$ cat src/rtl/ga_pkg.sv
// Shared constants for the gate-array interrupt generator.
package ga_pkg;

    localparam int unsigned GA_LINE_CNT_W      = 6;
    localparam int unsigned GA_IRQ_LINE        = 52;
    localparam int unsigned GA_VSYNC_HS_DELAY  = 2;
    localparam int unsigned GA_MON_VSYNC_LINES = 4;
    localparam int unsigned GA_IRQ_HALF        = 32;
    localparam int unsigned GA_MON_CNT_W       = 3;

endpackage

$ cat src/rtl/ga_edge_detect.sv
// One-bit registered edge detector; RISE selects rising or falling edge.
module ga_edge_detect #(
    parameter bit RISE = 1'b1
) (
    input  logic clk,
    input  logic rst_n,
    input  logic d,
    output logic edge_c
);

    logic q;

    always_ff @(posedge clk) begin
        if (!rst_n) q <= 1'b0;
        else        q <= d;
    end

    assign edge_c = RISE ? (~q & d) : (q & ~d);

endmodule

$ cat src/rtl/irq_generator.sv
// Z80 maskable interrupt generator: line counter on HSYNC, VSYNC resync, ack and IRQ_RESET clear.
// Optional MON_VSYNC pulse output when IRQ_MON_VSYNC_EN is defined.
module irq_generator
    import ga_pkg::*;
#(
    parameter int unsigned CNT_WIDTH      = GA_LINE_CNT_W,
    parameter int unsigned IRQ_LINE       = GA_IRQ_LINE,
    parameter int unsigned VSYNC_HS_DELAY = GA_VSYNC_HS_DELAY
) (
    input  logic                 CLK_n,
    input  logic                 RESET_n,
    input  logic                 HSYNC,
    input  logic                 VSYNC,
    input  logic                 IRQ_RESET,
    input  logic                 M1_n,
    input  logic                 IORQ_n,
`ifdef IRQ_MON_VSYNC_EN
    output logic                 MON_VSYNC,
`endif
    output logic                 INT_n,
    output logic [CNT_WIDTH-1:0] LINE_CNT
);

    localparam int unsigned VS_W = $clog2(VSYNC_HS_DELAY + 1);
    localparam int unsigned CW1  = CNT_WIDTH + 1;

    logic hs_fall_c;
    logic vs_rise_c;
    logic ack_start_c;
    logic ack_lvl_c;
    logic resync_c;
    logic fire_c;

    logic [CW1-1:0]       cnt_inc_c;
    logic [CNT_WIDTH-1:0] line_nxt_c;
    logic                 int_nxt_c;
    logic                 armed_nxt_c;
    logic [VS_W-1:0]      vs_cnt_nxt_c;

    logic                 vs_armed;
    logic [VS_W-1:0]      vs_hs_cnt;

    assign ack_lvl_c = ~M1_n & ~IORQ_n;

    ga_edge_detect #(.RISE(1'b0)) u_hs_edge (
        .clk(CLK_n), .rst_n(RESET_n), .d(HSYNC), .edge_c(hs_fall_c)
    );

    ga_edge_detect #(.RISE(1'b1)) u_vs_edge (
        .clk(CLK_n), .rst_n(RESET_n), .d(VSYNC), .edge_c(vs_rise_c)
    );

    ga_edge_detect #(.RISE(1'b1)) u_ack_edge (
        .clk(CLK_n), .rst_n(RESET_n), .d(ack_lvl_c), .edge_c(ack_start_c)
    );

    // Resync completes on the armed HSYNC edge that reaches the delay count.
    assign resync_c  = vs_armed & hs_fall_c & ~vs_rise_c & ~IRQ_RESET &
                       (vs_hs_cnt == VS_W'(VSYNC_HS_DELAY - 1));
    assign cnt_inc_c = CW1'(LINE_CNT) + CW1'(1);

    // Next-state for counter, interrupt and VSYNC tracking, applied in priority order.
    always_comb begin
        line_nxt_c   = LINE_CNT;
        int_nxt_c    = INT_n;
        armed_nxt_c  = vs_armed;
        vs_cnt_nxt_c = vs_hs_cnt;
        fire_c       = 1'b0;

        if (vs_rise_c) begin
            armed_nxt_c  = 1'b1;
            vs_cnt_nxt_c = '0;
        end else if (vs_armed && hs_fall_c && !IRQ_RESET) begin
            vs_cnt_nxt_c = VS_W'(vs_hs_cnt + 1'b1);
            if (resync_c) armed_nxt_c = 1'b0;
        end

        if (IRQ_RESET) begin
            line_nxt_c = '0;
            int_nxt_c  = 1'b1;
        end else begin
            if (hs_fall_c) begin
                if (resync_c) begin
                    line_nxt_c = '0;
                    if (cnt_inc_c >= CW1'(GA_IRQ_HALF)) begin
                        int_nxt_c = 1'b0;
                        fire_c    = 1'b1;
                    end
                end else if (LINE_CNT == CNT_WIDTH'(IRQ_LINE - 1)) begin
                    line_nxt_c = '0;
                    int_nxt_c  = 1'b0;
                    fire_c     = 1'b1;
                end else begin
                    line_nxt_c = cnt_inc_c[CNT_WIDTH-1:0];
                end
            end
            // A firing edge in the same cycle wins over the acknowledge.
            if (ack_start_c && !fire_c) begin
                int_nxt_c  = 1'b1;
                line_nxt_c = line_nxt_c & ~CNT_WIDTH'(GA_IRQ_HALF);
            end
        end
    end

    always_ff @(posedge CLK_n) begin
        if (!RESET_n) begin
            LINE_CNT  <= '0;
            INT_n     <= 1'b1;
            vs_armed  <= 1'b0;
            vs_hs_cnt <= '0;
        end else begin
            LINE_CNT  <= line_nxt_c;
            INT_n     <= int_nxt_c;
            vs_armed  <= armed_nxt_c;
            vs_hs_cnt <= vs_cnt_nxt_c;
        end
    end

`ifdef IRQ_MON_VSYNC_EN
    logic [GA_MON_CNT_W-1:0] mon_cnt;
    logic [GA_MON_CNT_W-1:0] mon_cnt_nxt_c;
    logic                    mon_nxt_c;

    // Monitor pulse: starts on resync, lasts a fixed number of lines, cut by VSYNC low.
    always_comb begin
        mon_nxt_c     = MON_VSYNC;
        mon_cnt_nxt_c = mon_cnt;
        if (resync_c && !MON_VSYNC) begin
            mon_nxt_c     = 1'b1;
            mon_cnt_nxt_c = '0;
        end else if (MON_VSYNC) begin
            if (!VSYNC) begin
                mon_nxt_c = 1'b0;
            end else if (hs_fall_c) begin
                if (mon_cnt == GA_MON_CNT_W'(GA_MON_VSYNC_LINES - 1)) mon_nxt_c = 1'b0;
                else mon_cnt_nxt_c = GA_MON_CNT_W'(mon_cnt + 1'b1);
            end
        end
    end

    always_ff @(posedge CLK_n) begin
        if (!RESET_n) begin
            MON_VSYNC <= 1'b0;
            mon_cnt   <= '0;
        end else begin
            MON_VSYNC <= mon_nxt_c;
            mon_cnt   <= mon_cnt_nxt_c;
        end
    end
`endif

endmodule

$ cat config.mk
export PLATFORM = sky130hd
export DESIGN_NAME = irq_generator
export DESIGN_NICKNAME = d
export VERILOG_FILES = /design/src/rtl/ga_pkg.sv /design/src/rtl/ga_edge_detect.sv /design/src/rtl/irq_generator.sv
export SDC_FILE = /design/constraint.sdc
export NUM_CORES = 1
export LEC_CHECK = 0
export BUFFER_PORTS_ARGS = -buffer_cell sky130_fd_sc_hd__buf_2
export CAP_MARGIN = 0
export CORE_AREA = 2 2 39 41
export CTS_BUF_LIST = sky130_fd_sc_hd__clkbuf_4 sky130_fd_sc_hd__clkbuf_8
export CTS_CLUSTER_DIAMETER = 100
export DETAILED_ROUTE_END_ITERATION = 16
export DIE_AREA = 0 0 41 43
export HOLD_SLACK_MARGIN = 0.12
export PLACE_DENSITY = 0.72
export SETUP_SLACK_MARGIN = 0.1
export SKIP_CTS_REPAIR_TIMING = 1
export SLEW_MARGIN = 40
export SYNTH_ARGS = -nofsm -noshare
export SYNTH_HDL_FRONTEND = slang
export SYNTH_SLANG_ARGS = --single-unit
$ cat constraint.sdc
create_clock -name CLK_n -period 2 [get_ports CLK_n]
set_input_delay 0.1 -clock CLK_n [delete_from_list [all_inputs] [get_ports CLK_n]]
set_output_delay 0.1 -clock CLK_n [all_outputs]
set_load 0.01 [all_outputs]
Yosys cells after proc, flatten, opt, wreduce, memory -nomap -nowiden:

Index checks and enable logic that the tools add are counted.

* input port bits: 7
* logic and storage cells: 57
* bits in registers: 13
* output and inout port bits: 7

* bitwise logic cells: 16
* muxes and demuxes: 14
* magnitude comparators: 1
* equality and inequality tests: 3
* add/subtract/negate cells: 2
* reduce and logical (&&, ||, !) cells: 13

Operators with widths (number)
* 6-bit two-way mux: 2
* 1-bit two-way mux: 11
* 1-bit AND: 8
* 1-bit inverter: 8
* 6-bit by 1-bit adder with 7-bit output (second input constant): 1
* 7-bit by 6-bit >= comparator with 1-bit output (second input constant): 1
* 6-bit equality test (second input constant): 1
* 2-bit nonzero test: 3
* 5-bit two-way mux: 1
* 2-bit OR reduction: 2
* 1-bit logical AND: 3
* 3-bit AND reduction: 1
* 3-bit OR reduction: 1
* 2-bit by 1-bit adder with 2-bit output (second input constant): 1
* 2-bit by 1-bit equality test with 1-bit output (second input constant): 1
* 1-bit logical NOT: 2
* 2-bit by 1-bit inequality test with 1-bit output (second input constant): 1
* 2-bit AND reduction: 1

Depth between registers and ports, before layout:

* depth in word-level cells: 12
* depth in mapped cells: 6
* gate-level depth less buffers: 5

By module:

From an unflattened synthesis, not the netlist that was laid out.

* cell total of the unflattened synthesis: 75
* area, all modules: 701.9 sq um

Modules (own cells, without submodules)
* irq_generator: area an instance 585.6 sq um, times used 1, cells each 66
* ga_edge_detect (u_ack_edge ...): area an instance 40.0 sq um, times used 2, cells each 3
* ga_edge_detect (u_hs_edge): area an instance 36.3 sq um, times used 1, cells each 3

Least setup slack after synthesis:

Ideal clock, no wire load.

* path type: flip-flop to flip-flop
* from: reg LINE_CNT[0]
* to: reg INT_n
* buffers on the path: 1
* arrival: 1.510 ns
* data required time: 1.875 ns
* path slack: 0.365 ns
* stages on the path, launching flop included: 7
* cells stage by stage: dfxtp_1 > ha_1 > nand3_1 > or3_1 > clkbuf_1 > a211oi_1 > a21oi_1

* cells in the longest elaborated chain, start to end: 9
* elaborated cells on any way between the ends: 14
* those cells by class: 1 x add/sub; 1 x order compare; 2 x eq/ne; 5 x mux; 5 x reduce/logical

RTL lines
* from (decl): line irq_generator.sv:21 `output logic [CNT_WIDTH-1:0] LINE_CNT`
* from (signal assigned): line irq_generator.sv:112 `LINE_CNT <= line_nxt_c;`
* 6-bit by 1-bit adder with 7-bit output: line irq_generator.sv:60 `assign cnt_inc_c = CW1'(LINE_CNT) + CW1'(1);`
* 7-bit by 6-bit >= comparator with 1-bit output: line irq_generator.sv:85 `if (cnt_inc_c >= CW1'(GA_IRQ_HALF)) begin`
* 1-bit two-way mux: line irq_generator.sv:85
* 1-bit two-way mux: line irq_generator.sv:83 `if (resync_c) begin`
* 1-bit two-way mux: line irq_generator.sv:82 `if (hs_fall_c) begin`
* 1-bit two-way mux: line irq_generator.sv:78 `if (IRQ_RESET) begin`
* 1-bit logical NOT: line irq_generator.sv:98 `if (ack_start_c && !fire_c) begin`
* 1-bit logical AND: line irq_generator.sv:98
* 3-bit OR reduction (no line)
* to (signal assigned): line irq_generator.sv:113 `INT_n <= int_nxt_c;`
* to (decl): line irq_generator.sv:20 `output logic INT_n,`

Parallel ways exist; a longest one is shown, timed or not. The select of a mux whose other input is x is not followed.
A chain may end at the register's enable or synchronous reset.

Final worst setup path:

* from: in HSYNC
* to: reg INT_n

* cells in the longest elaborated chain, start to end: 12
* elaborated cells on any way between the ends: 16
* those cells by class: 1 x eq/ne; 4 x mux; 6 x bitwise; 5 x reduce/logical

RTL lines
* from (decl): line irq_generator.sv:12 `input logic HSYNC,`
* 1-bit inverter *: line ga_edge_detect.sv:18 `assign edge_c = RISE ? (~q & d) : (q & ~d);`
* 1-bit AND *: line ga_edge_detect.sv:18
* 1-bit AND (4 in series): line irq_generator.sv:58 `assign resync_c = vs_armed & hs_fall_c & ~vs_rise_c & ~IRQ_RESET &`
* 1-bit two-way mux: line irq_generator.sv:83
* 1-bit two-way mux: line irq_generator.sv:82
* 1-bit two-way mux: line irq_generator.sv:78
* 1-bit logical NOT: line irq_generator.sv:98
* 1-bit logical AND: line irq_generator.sv:98
* 3-bit OR reduction (no line)

Every way passes the cells marked *; elsewhere a longest branch is shown, timed or not. The select of a mux whose other input is x is not followed.

==> results by group <==
Clock tree
  – TritonCTS clock tree: yes
  – H-tree Lvls: 1
  – CTS clk-pin slew, worst paths: 0.07 ns
  – CTS sink count: 13
  – Clk_lat worst skew: 0.28 ns
  – CTS Buf Count: 3
  – Max Buffers Root-to-Sink: 2
  – Root buf cell: clkbuf_4

Worst setup path
  – Endpoint class of the critical path: flip-flop
  – Worst endpoint required time: 2.21 ns
  – Worst endpoint data arrival time: approximately 2.0 ns
  – Reg2reg end: INT_n$_SDFFE_PP1P_
  – Crit Path Class: input pin to flip-flop
  – Reg2reg setup slack: 0.31 ns
  – Reg-to-Reg Start: LINE_CNT[0]$_SDFFE_PP0N_
  – Critical path's top delay family: simple AND/OR/NAND/NOR gates
  – Max Fanout on Critical Path: 6
  – CP max-delay cell: dlygate4sd3_1
  – CP cell instances: dlygate4sd3_1 -> buf_2 -> and4bb_1 -> nand3_4 -> or4_1 -> a21oi_1
  – Reg2reg path depth: 5
  – WP buf/inv: 2
  – Worst Setup Start Kind: input pin
  – Slowest stage delay, CP: around 0.54 ns

Cells and area
  – Share of layout cells above drive strength 1: 0.1957
  – Final nets: 103
  – P&R area growth vs syn: 23.58%
  – ANT cells: 0
  – Fin cells: approximately 110
  – Final Cell Area: 787.0 um^2

Worst hold path
  – Hold Path End: u_hs_edge.q$_SDFF_PN0_
  – Worst Hold Class: input pin to flip-flop
  – Hold Crit Start: RESET_n
  – Hold path depth: 2

Routing
  – First DRT Iteration DRCs: 11
  – Via Count: roughly 580
  – ANT nets after route: 0
  – DRT Pass-1 Iters: 4
  – # DRC: 0
  – Drt wl/cell: between 10 and 15 um
  – Drt total wl: 1234 um
  – Via density: 5.407

Synthesis
  – Post-synth top flop: dfxtp_1
  – EDFF count, synth: 0
  – Syn_nets: 83
  – Synth Area in Compound Gates: 0.1591
  – Fraction of the mapped netlist area in adder cells: 0.05894
  – Largest family of logic cells by synthesized area: simple AND/OR/NAND/NOR gates
  – Mux cell area share after synthesis: 0
  – Yosys warns: 0
  – Simple-gate share of the synthesized area: 0.3301
  – Asr flop ratio synth: 0
  – Synth Register Bits: 13
  – XOR/XNOR share of the synthesized area: 0.01375
  – Synthesized instance count: 73
  – Syn_area_per_cell: roughly 8.7 um^2
  – Synth unique cells: 30
  – Synthesized area: between 600 and 700 um^2
  – Register area share after synthesis: 0.4086

Global routing
  – Tot GR Track Use: 0.1640
  – Largest net degree at the start of global routing: 10
  – Initial antenna violation count: 0
  – Overflow after GRT: 0
  – Vias in the first global route: roughly 480
  – First-pass GRT wire length: just under 2000 um

Place
  – Post-DP HPWL: slightly below 900 um
  – Routability Congestion: roughly 0.70
  – Port-buffer cells: 13
  – Placed insts: 99
  – Placed standard-cell area: just over 700 um^2

Timing
  – Fin. Hold Viols: 0
  – Max-slew violations: 0
  – TNS Setup: 0 ns
  – Final period util: 0.8842
  – Final Skew: 0.003001 ns
  – Min Tclk post-route: between 1.5 and 2 ns
  – Setup violators final: 0
  – RSZ-0062 raised after global routing: false
  – Worst-margin pin slew: about 0.43 ns
  – Fmax: around 570 MHz
  – Relative slew slack: 0.7121

Outcome
  – Outcome: completed

Die
  – Starting Density: 0.4602
  – Top Ports: 14
  – Die Span Y: ~43 um
  – CORE AREA: 1384 um^2
  – Chip width: 41 um
  – DIE AREA: around 1800 um^2
  – Row count: 14

Pwr
  – Cell Pwr Density: a little over 600 nW/um^2
  – Power, Total: between 400 and 500 uW
  – VDD IR max: around 310 uV
  – Static leakage: slightly above 0.0003 uW

Run
  – Max-cap violations: 0
worst max path at each step:
| stage | from | to | slack, ns | cells past startpoint |
|---|---|---|---|---|
| 3_3_place_gp | LINE_CNT[0]$_SDFFE_PP0N_ | INT_n$_SDFFE_PP1P_ | 0.39 | 5 |
| 4_1_cts | LINE_CNT[0]$_SDFFE_PP0N_ | INT_n$_SDFFE_PP1P_ | 0.33 | 5 |
| 6_report | HSYNC | INT_n$_SDFFE_PP1P_ | 0.23 | 6 |
| 3_5_place_dp | LINE_CNT[0]$_SDFFE_PP0N_ | INT_n$_SDFFE_PP1P_ | 0.35 | 5 |
| 5_1_grt | HSYNC | INT_n$_SDFFE_PP1P_ | 0.17 | 6 |
| 2_1_floorplan | LINE_CNT[0]$_SDFFE_PP0N_ | INT_n$_SDFFE_PP1P_ | 0.36 | 6 |
layout by cell type, fill, tap and decap left out, drive strengths merged, types with 2 or more instances in the layout:
| cell | n |
|---|---|
| clkbuf | 4 |
| a31oi | 2 |
| nor3 | 2 |
| buf | 13 |
| nor2 | 5 |
| o211ai | 2 |
| o21ai | 2 |
| and3 | 2 |
| dfxtp | 13 |
| dlygate4sd3 | 5 |
| nand2b | 4 |
| a21oi | 5 |
| a211oi | 2 |
| ha | 3 |
| nand2 | 7 |
| nand3 | 6 |
| and2 | 2 |
layout make-up:
cell class	instances	area, um^2
Clock buffer	4	30.03
Fill cell	138	596.8
Inverter	1	3.754
Multi-Input combinational cell	56	357.8
Sequential cell	13	260.3
Tap cell	16	20.02
Timing Repair Buffer	18	115.1
Yosys cell counts, types with 2 or more instances:
library cell / count / area (um^2)
dfxtp_1: 13 / 260.3
nand2_1: 7 / 26.28
a21oi_1: 5 / 25.02
nand3_1: 5 / 25.02
nor2_1: 5 / 18.77
nand2b_1: 4 / 25.02
ha_1: 3 / 37.54
a211oi_1: 2 / 15.01
a31oi_1: 2 / 12.51
and2_1: 2 / 12.51
and3_1: 2 / 12.51
clkbuf_1: 2 / 7.510
nor3_1: 2 / 10.01
o211ai_1: 2 / 15.01
o21ai_0: 2 / 10.01
report_power, final:
part / internal (uW) / switching (uW)
registers: 264 / 2.16
clock network: 91.0 / 83.7
logic: 18.6 / 18.0
metal layers:
layer,part of all wire,track usage,vias up
li1,-,-,303
met4,0.024,0.1000,0
met2,0.42,0.2125,15
met1,0.50,0.2310,261
met5,0,0,-
met3,0.049,0.04712,5
cell families (layout without fill, tap and decap cells):
family | after synthesis | count (layout)
adder cells (fa/ha/maj) | 3 | 3
AO/OA/AOI/OAI | 16 | 16
buffers and inverters | 4 | 23
XOR/XNOR | 1 | 1
AND/OR/NAND/NOR | 36 | 36
flip-flops | 13 | 13
per-stage QoR:
stage	util	hold slack, ns	setup WS (ns)
CTS	0.5326	-0.01208	0.3282
floorplan	-	0.1751	0.3647
detailed placement	0.5109	0.2807	0.3519
global route	0.5687	0.1265	0.1656
global placement	0.5109	0.2765	0.3901
finish	0.5687	0.1166	0.2316
flip-flops by register name, indices dropped and copies added, names as in the netlist:
signal        count
LINE_CNT          6
vs_hs_cnt         2
u_vs_edge.q       1
u_ack_edge.q      1
INT_n             1
vs_armed          1
u_hs_edge.q       1
(Power assumes the default switching activity.)
